<file path="config.mk">
export PLATFORM = sky130hd
export DESIGN_NAME = rchdc_seq_ctrl_flat
export DESIGN_NICKNAME = d
export VERILOG_FILES = /design/src/rtl/rchdc_pkg.sv /design/src/rtl/rchdc_seq_ctrl_if.sv /design/src/rtl/rchdc_delay_cnt.sv /design/src/rtl/rchdc_seq_ctrl.sv /design/src/flat_wrapper.sv
export SDC_FILE = /design/constraint.sdc
export NUM_CORES = 1
export LEC_CHECK = 0
export ABC_CLOCK_PERIOD_IN_PS = 5420
export CORE_ASPECT_RATIO = 0.8
export CORE_MARGIN = 2
export CORE_UTILIZATION = 45
export DETAILED_ROUTE_END_ITERATION = 12
export PLACE_DENSITY_LB_ADDON = 0.25
export SLEW_MARGIN = 25
export SYNTH_ARGS = -nofsm -noshare
export SYNTH_HDL_FRONTEND = slang
export SYNTH_SLANG_ARGS = --single-unit
</file>
<file path="constraint.sdc">
create_clock -name clk -period 5.42 [get_ports clk]
set_clock_uncertainty 0.2 [all_clocks]
set_input_delay 1.084 -clock clk [delete_from_list [all_inputs] [get_ports clk]]
set_output_delay 1.084 -clock clk [all_outputs]
set_load 0.05 [all_outputs]
</file>
<file path="src/rtl/rchdc_pkg.sv">
// Shared sizing, opcode and FSM encodings for the rchdc sequencer and datapath.
// Pure declarations: no logic, no latency, no flow control.
package rchdc_pkg;

  localparam int SMP_SIZE = 16;
  localparam int SET_SIZE = 4;
  localparam int PRED_SMP = 1;
  localparam int LVL_W    = 4;
  localparam int CLS_DW   = 4;
  localparam int DRAIN    = 2;
  localparam int RES_LAT  = 3;

  function automatic int max2(input int a, input int b);
    return (a > b) ? a : b;
  endfunction

  localparam int POS_W  = $clog2(SMP_SIZE);
  localparam int SIDX_W = $clog2(max2(SET_SIZE, PRED_SMP) + 1);
  localparam int DLY_W  = $clog2(max2(DRAIN, RES_LAT) + 1);

  typedef enum logic {OP_TRAIN = 1'b0, OP_PREDICT = 1'b1} op_e;

  typedef enum logic [2:0] {
    IDLE = 3'd0,
    CLR  = 3'd1,
    FEED = 3'd2,
    DRN  = 3'd3,
    WAIT = 3'd4,
    RSP  = 3'd5
  } fsm_e;

  // Datapath mode value meaning "predict"; the datapath decodes the same constant.
  localparam logic PREDICT = 1'b1;

endpackage

</file>
<file path="src/rtl/rchdc_seq_ctrl_if.sv">
// Command, feature and response channels of the rchdc sequencer (valid/ready each).
// The slave side is the sequencer; the master side issues commands and features.
interface rchdc_seq_ctrl_if;

  logic                          cmd_valid;
  logic                          cmd_ready;
  logic                          cmd_op;
  logic [rchdc_pkg::CLS_DW-1:0]  cmd_label;

  logic                          feat_valid;
  logic                          feat_ready;
  logic [rchdc_pkg::LVL_W-1:0]   feat_level;

  logic                          rsp_valid;
  logic                          rsp_ready;
  logic                          rsp_op;
  logic [rchdc_pkg::CLS_DW-1:0]  rsp_class;

  modport master (
    output cmd_valid, cmd_op, cmd_label,
    input  cmd_ready,
    output feat_valid, feat_level,
    input  feat_ready,
    input  rsp_valid, rsp_op, rsp_class,
    output rsp_ready
  );

  modport slave (
    input  cmd_valid, cmd_op, cmd_label,
    output cmd_ready,
    input  feat_valid, feat_level,
    output feat_ready,
    output rsp_valid, rsp_op, rsp_class,
    input  rsp_ready
  );

endinterface

</file>
<file path="src/rtl/rchdc_delay_cnt.sv">
// Loadable down-counter with zero flag; load takes effect next cycle, then counts to 0 and holds.
// No flow control: the owner decides when a zero is meaningful.
module rchdc_delay_cnt #(
  parameter int W = 2
) (
  input  logic         clk,
  input  logic         rst,
  input  logic         load,
  input  logic [W-1:0] load_val,
  output logic         zero
);

  logic [W-1:0] cnt_q;

  always_ff @(posedge clk or posedge rst) begin
    if (rst) begin
      cnt_q <= '0;
    end else if (load) begin
      cnt_q <= load_val;
    end else if (cnt_q != '0) begin
      cnt_q <= cnt_q - W'(1);
    end
  end

  assign zero = (cnt_q == '0);

endmodule

</file>
<file path="src/rtl/rchdc_seq_ctrl.sv">
// Sequencer for the rchdc datapath: per op CLR, SET_SIZE/PRED_SMP samples of SMP_SIZE features, drain, result wait, response.
// Feature-to-smp_en latency 1 cycle; feature stream stalls freely, response holds until rsp_ready.
module rchdc_seq_ctrl
  import rchdc_pkg::*;
(
  input  logic              clk,
  input  logic              rst,
  rchdc_seq_ctrl_if.slave   bus,
  input  logic              abort,
  output logic [POS_W-1:0]  im_pos_addr,
  output logic [LVL_W-1:0]  im_val_addr,
  output logic              smp_en,
  output logic              smp_clr,
  output logic              set_clr,
  output logic              state,
  output logic [CLS_DW-1:0] label,
  input  logic [CLS_DW-1:0] predict,
  output logic              busy
);

  localparam logic [2:0] S_IDLE = IDLE;
  localparam logic [2:0] S_CLR  = CLR;
  localparam logic [2:0] S_FEED = FEED;
  localparam logic [2:0] S_DRN  = DRN;
  localparam logic [2:0] S_WAIT = WAIT;
  localparam logic [2:0] S_RSP  = RSP;
  // Abort clean-up cycle: clears both encoders before returning to IDLE.
  localparam logic [2:0] S_ABT  = 3'd6;

  logic [2:0]        fsm_q, fsm_d;
  logic              op_q;
  logic [CLS_DW-1:0] label_q;
  logic [CLS_DW-1:0] class_q;
  logic [SIDX_W-1:0] n_q, sidx_q;
  logic [POS_W-1:0]  fidx_q, pos_q;
  logic [LVL_W-1:0]  val_q;
  logic              smp_en_q;

  logic              dly_load, dly_zero;
  logic [DLY_W-1:0]  dly_val;
  logic              cmd_acc, feat_acc, abort_ok, fidx_last, more_smp;

  rchdc_delay_cnt #(.W(DLY_W)) u_dly (
    .clk      (clk),
    .rst      (rst),
    .load     (dly_load),
    .load_val (dly_val),
    .zero     (dly_zero)
  );

  assign abort_ok  = abort && (fsm_q == S_CLR || fsm_q == S_FEED ||
                               fsm_q == S_DRN || fsm_q == S_WAIT);
  assign cmd_acc   = bus.cmd_valid && bus.cmd_ready;
  assign feat_acc  = bus.feat_valid && bus.feat_ready;
  assign fidx_last = (fidx_q == POS_W'(SMP_SIZE - 1));
  assign more_smp  = (sidx_q < (n_q - SIDX_W'(1)));

  always_comb begin
    fsm_d    = fsm_q;
    dly_load = 1'b0;
    dly_val  = '0;
    case (fsm_q)
      S_IDLE: if (cmd_acc) fsm_d = S_CLR;
      S_CLR:  fsm_d = S_FEED;
      S_FEED: begin
        if (feat_acc && fidx_last) begin
          fsm_d    = S_DRN;
          dly_load = 1'b1;
          dly_val  = DLY_W'(DRAIN);
        end
      end
      S_DRN: begin
        // Counter reaching zero marks the sample-clear cycle.
        if (dly_zero) begin
          if (more_smp) begin
            fsm_d = S_FEED;
          end else begin
            fsm_d    = S_WAIT;
            dly_load = 1'b1;
            dly_val  = DLY_W'(RES_LAT - 1);
          end
        end
      end
      S_WAIT: if (dly_zero) fsm_d = S_RSP;
      S_RSP:  if (bus.rsp_ready) fsm_d = S_IDLE;
      default: fsm_d = S_IDLE;
    endcase
    if (abort_ok) fsm_d = S_ABT;
  end

  always_ff @(posedge clk or posedge rst) begin
    if (rst) begin
      fsm_q    <= S_IDLE;
      op_q     <= 1'b0;
      label_q  <= '0;
      class_q  <= '0;
      n_q      <= '0;
      sidx_q   <= '0;
      fidx_q   <= '0;
      pos_q    <= '0;
      val_q    <= '0;
      smp_en_q <= 1'b0;
    end else begin
      fsm_q    <= fsm_d;
      smp_en_q <= feat_acc;
      if (cmd_acc) begin
        op_q    <= bus.cmd_op;
        label_q <= bus.cmd_label;
        n_q     <= (bus.cmd_op == OP_PREDICT) ? SIDX_W'(PRED_SMP) : SIDX_W'(SET_SIZE);
      end
      if (fsm_q == S_CLR) begin
        fidx_q <= '0;
        sidx_q <= '0;
      end
      if (feat_acc) begin
        fidx_q <= fidx_last ? '0 : fidx_q + POS_W'(1);
        pos_q  <= fidx_q;
        val_q  <= bus.feat_level;
      end
      if (fsm_q == S_DRN && fsm_d == S_FEED) sidx_q <= sidx_q + SIDX_W'(1);
      if (fsm_q == S_WAIT && fsm_d == S_RSP) class_q <= (op_q == PREDICT) ? predict : '0;
    end
  end

  assign bus.cmd_ready  = (fsm_q == S_IDLE);
  assign bus.feat_ready = (fsm_q == S_FEED) && !abort;
  assign bus.rsp_valid  = (fsm_q == S_RSP);
  assign bus.rsp_op     = (fsm_q == S_RSP) && op_q;
  assign bus.rsp_class  = class_q;

  assign im_pos_addr = pos_q;
  assign im_val_addr = val_q;
  assign smp_en      = smp_en_q;
  assign smp_clr     = (fsm_q == S_CLR) || (fsm_q == S_ABT) || (fsm_q == S_DRN && dly_zero);
  assign set_clr     = (fsm_q == S_CLR) || (fsm_q == S_ABT);
  assign busy        = (fsm_q != S_IDLE);
  assign state       = busy && op_q;
  assign label       = label_q;

endmodule

</file>
<file path="src/flat_wrapper.sv">
// flat-port wrapper written by rule: the top's interface ports become plain ports
module rchdc_seq_ctrl_flat import rchdc_pkg::*;
  (clk, rst, abort, im_pos_addr, im_val_addr, smp_en, smp_clr, set_clr, state, label, predict, busy, bus_cmd_valid, bus_cmd_op, bus_cmd_label, bus_cmd_ready, bus_feat_valid, bus_feat_level, bus_feat_ready, bus_rsp_valid, bus_rsp_op, bus_rsp_class, bus_rsp_ready);
  rchdc_seq_ctrl_if bus_i ();
  input  logic clk;
  input  logic rst;
  input  logic abort;
  output logic [POS_W-1:0] im_pos_addr;
  output logic [LVL_W-1:0] im_val_addr;
  output logic smp_en;
  output logic smp_clr;
  output logic set_clr;
  output logic state;
  output logic [CLS_DW-1:0] label;
  input  logic [CLS_DW-1:0] predict;
  output logic busy;
  input wire logic [$bits(bus_i.cmd_valid)-1:0] bus_cmd_valid;
  input wire logic [$bits(bus_i.cmd_op)-1:0] bus_cmd_op;
  input wire logic [$bits(bus_i.cmd_label)-1:0] bus_cmd_label;
  output wire logic [$bits(bus_i.cmd_ready)-1:0] bus_cmd_ready;
  input wire logic [$bits(bus_i.feat_valid)-1:0] bus_feat_valid;
  input wire logic [$bits(bus_i.feat_level)-1:0] bus_feat_level;
  output wire logic [$bits(bus_i.feat_ready)-1:0] bus_feat_ready;
  output wire logic [$bits(bus_i.rsp_valid)-1:0] bus_rsp_valid;
  output wire logic [$bits(bus_i.rsp_op)-1:0] bus_rsp_op;
  output wire logic [$bits(bus_i.rsp_class)-1:0] bus_rsp_class;
  input wire logic [$bits(bus_i.rsp_ready)-1:0] bus_rsp_ready;
  assign bus_i.cmd_valid = bus_cmd_valid;
  assign bus_i.cmd_op = bus_cmd_op;
  assign bus_i.cmd_label = bus_cmd_label;
  assign bus_cmd_ready = bus_i.cmd_ready;
  assign bus_i.feat_valid = bus_feat_valid;
  assign bus_i.feat_level = bus_feat_level;
  assign bus_feat_ready = bus_i.feat_ready;
  assign bus_rsp_valid = bus_i.rsp_valid;
  assign bus_rsp_op = bus_i.rsp_op;
  assign bus_rsp_class = bus_i.rsp_class;
  assign bus_i.rsp_ready = bus_rsp_ready;
  rchdc_seq_ctrl u_core (.clk(clk), .rst(rst), .bus(bus_i), .abort(abort), .im_pos_addr(im_pos_addr), .im_val_addr(im_val_addr), .smp_en(smp_en), .smp_clr(smp_clr), .set_clr(set_clr), .state(state), .label(label), .predict(predict), .busy(busy));
endmodule
</file>
==> results.py <==
metrics = {
    "die": {
        "initial_core_util": 0.474,
        "die-area_mm2": 0.00413,
        "pin_count": 44,
        "coreArea_mm2": 0.00345,
        "rows": 19,
        "fp.dieH_um": 57.9,
        "die_w_um": 71.4,
    },
    "layout": {
        "final_cell_mix": "clkdlybuf4s50_1 (43), dfrtp_1 (31), nand2_1 (26), o21ai_0 (12), inv_1 (11)",
        "n_fill_cell": 271,
        "final_layout_size_suffix_gt1_frac": 0.149,
        "final_common_cell": "clkdlybuf4s50_1",
        "nets": 225,
        "seqCellArea_um2": 776,
        "diodes": 0,
        "area_delta_synth_final_pct": 32.2,
        "multi_input_area_um2": 749,
    },
    "route": {
        "vias": 1255,
        "route.met3.wl_um": 201,
        "wl_per_cell_um": 13.2,
        "antenna_left": 0,
        "top_layer": "met4",
        "wl_met1_mm": 1.48,
        "drt_first_pass_iters": 4,
        "drc": 0,
        "met2_length_mm": 1.52,
        "via_per_inst": 5.14,
        "drt-initial-drc-count": 103,
        "wl_mm": 3.21,
    },
    "grt": {
        "grt_pass1_vias": 1175,
        "grt_max_degree": 32,
        "grt_pass1_wl_mm": 5.35,
        "grt_usage": 0.169,
        "grt_overflow": 0,
        "antenna_found_initial": 0,
    },
    "worst_hold_path": {
        "holdCritPathClass": "reg2reg",
        "whs_path_depth": 2,
    },
    "worst_setup_path": {
        "crit_fanout": 6,
        "r2r_cells": 6,
        "max_stage_delay_ns": 0.86,
        "path_common_cell": "clkdlybuf4s50_1",
        "critPathSlowestCell": "clkdlybuf4s50_1",
        "start_kind": "input pin",
        "cp_cell_sequence": "clkdlybuf4s50_1, nor4b_4, clkdlybuf4s50_1",
        "critPathCaptureType": "primary output",
        "crit_type": "in2out",
        "cp.required_ns": 4.14,
        "crit_cells": 3,
        "critical_path.top_delay_family": "buffers and inverters",
        "cp_num_buf_inv": 2,
        "ff2ff_setup_slack_ns": 3.11,
        "worstPathArrival_ns": 2.80,
    },
    "clocking": {
        "cts.sink_count": 31,
        "clk_latency_ns": 0.28,
        "cts_resized": 0,
        "clk_path_buf_depth": 2,
        "post-cts-setup-buffers": 0,
        "cts_buffers": 5,
        "h-tree-depth": 2,
        "cts_tree": "built",
        "cts_root_buffer": "clkbuf_8",
        "postCtsHoldBufs": 0,
        "clkTransAtPathRegs_ns": 0.06,
    },
    "logic_synthesis": {
        "ys_dominant_reg_cell": "dfrtp_1",
        "syn_area_per_cell_um2": 10.3,
        "synth_area_mm2": 0.00163,
        "syn_inst": 158,
        "ys_seq_elements": 31,
        "synth-seq-area-share": 0.475,
        "yosysWarnings": 0,
        "synth_edf_count": 0,
        "synthArstFlopShare": 1.00,
        "syn_nets": 182,
        "synth.distinct_cells": 44,
    },
    "sta": {
        "period_needed_ns": 4.09,
        "max_slew_margin": 0.657,
        "tightest_slew_ns": 0.513,
        "setup_ws_ns": 1.33,
        "max_freq_mhz": 245,
        "fin_crit_sh": 0.754,
        "drv_slew": 0,
        "finalSetupTns_ns": 0,
        "finalSetupViolations": 0,
        "hold_viol_final": 0,
        "rsz0062_at_grt": "false",
    },
    "placed_design": {
        "io_buffers": 43,
        "dpl.hpwl_mm": 2.37,
        "routabilityCongestion": 0.864,
        "pre_cts_ws_ns": 1.33,
    },
    "power": {
        "p_leak_nw": 0.997,
        "vdd_ir_drop_max_mv": 0.403,
        "power.density_mw_per_mm2": 640,
    },
    "run": {
        "max_cap_viol_count": 0,
    },
    "outcome": {
        "outcome": "completed",
    },
}
[path summary, 6_finish.rpt]
| path | start | end |
|---|---|---|
| worst max-delay path | abort | bus_feat_ready |
| worst min-delay path | u_core.im_val_addr[3]$_DFFE_PP0P_ | u_core.im_val_addr[3]$_DFFE_PP0P_ |
| worst max register to register | u_core.fsm_q[1]$_DFF_PP0_ | u_core.fidx_q[2]$_DFFE_PP0P_ |
| worst min register to register | u_core.im_val_addr[3]$_DFFE_PP0P_ | u_core.im_val_addr[3]$_DFFE_PP0P_ |
| max in group asynchronous | rst | u_core.fsm_q[2]$_DFF_PP0_ |
| min in group asynchronous | rst | u_core.n_q[0]$_DFFE_PP0P_ |
[logic make-up (layout without fill, tap and decap cells)]
logic type,count (synthesis),in the layout,synth area share
xor gates and xnor gates,3,3,0.0161
buffers and inverters,20,64,0.0666
muxes,12,12,0.0804
and+or+nand+nor,57,57,0.196
adders and majority gates,5,5,0.0383
AOI/OAI and AO/OA,30,30,0.128
DFF,31,31,0.475
[power by group]
group	total, W	internal (W)	switching [W]
registers	0.000433	0.000328	0.000105
logic	0.000754	0.000286	0.000468
clock network	0.000196	0.000116	0.0000803
[per-stage QoR]
step	total power [W]	instance area, um2	utilization	instances	hold slack (ns)
after floorplan	0.000985	1630	-	158	0.259
after global placement	0.00117	2060	0.598	236	0.263
after detailed placement	0.00119	2060	0.598	236	0.277
after CTS	0.00140	2160	0.627	244	0.293
after global routing	0.00147	2160	0.627	244	0.313
final	0.00138	2160	0.627	244	0.285
[metal layers]
metal,vias up,global-route usage
met5,-,0
met4,0,0.0404
met3,2,0.0765
met2,35,0.249
met1,593,0.229
li1,625,-
[flip-flops by register name, indices dropped and copies added, names as in the netlist]
name / flops
u_core.n_q: 2
u_core.fsm_q: 3
u_core.im_val_addr: 4
u_core.sidx_q: 3
u_core.u_dly.cnt_q: 2
u_core.im_pos_addr: 4
u_core.smp_en: 1
u_core.label: 4
u_core.fidx_q: 4
u_core.bus.rsp_class: 4
[worst reg2reg max path, cell delays in order (launching register included)]
cell	delay, ns
dfrtp_1	0.65
nor4b_4	0.36
nand2_1	0.33
inv_2	0.27
a21oi_1	0.09
o21ai_0	0.18
o21ai_0	0.10
[cells in the mapped netlist (2+ instances only)]
library cell / n / area share
mux2i_1: 3 / 0.018
inv_1: 11 / 0.025
nand2_1: 26 / 0.060
ha_1: 5 / 0.038
and3_2: 2 / 0.0092
nand3_1: 5 / 0.015
mux2_2: 9 / 0.062
nor2b_1: 2 / 0.0077
o21ai_0: 12 / 0.037
nor3_1: 3 / 0.0092
buf_6: 3 / 0.021
a21oi_1: 5 / 0.015
dfrtp_1: 31 / 0.47
buf_4: 2 / 0.0092
buf_2: 3 / 0.0092
xor2_1: 2 / 0.011
nor2_1: 7 / 0.016
[area by class of cell]
class | count | share of cell area
repair buffers | 44 | 0.203
multi-input cells | 107 | 0.347
clock buffers | 8 | 0.0463
flip-flops and latches | 31 | 0.359
well taps | 42 | 0.0243
inverters | 12 | 0.0208
No activity file was read; power rests on OpenSTA's default activity.
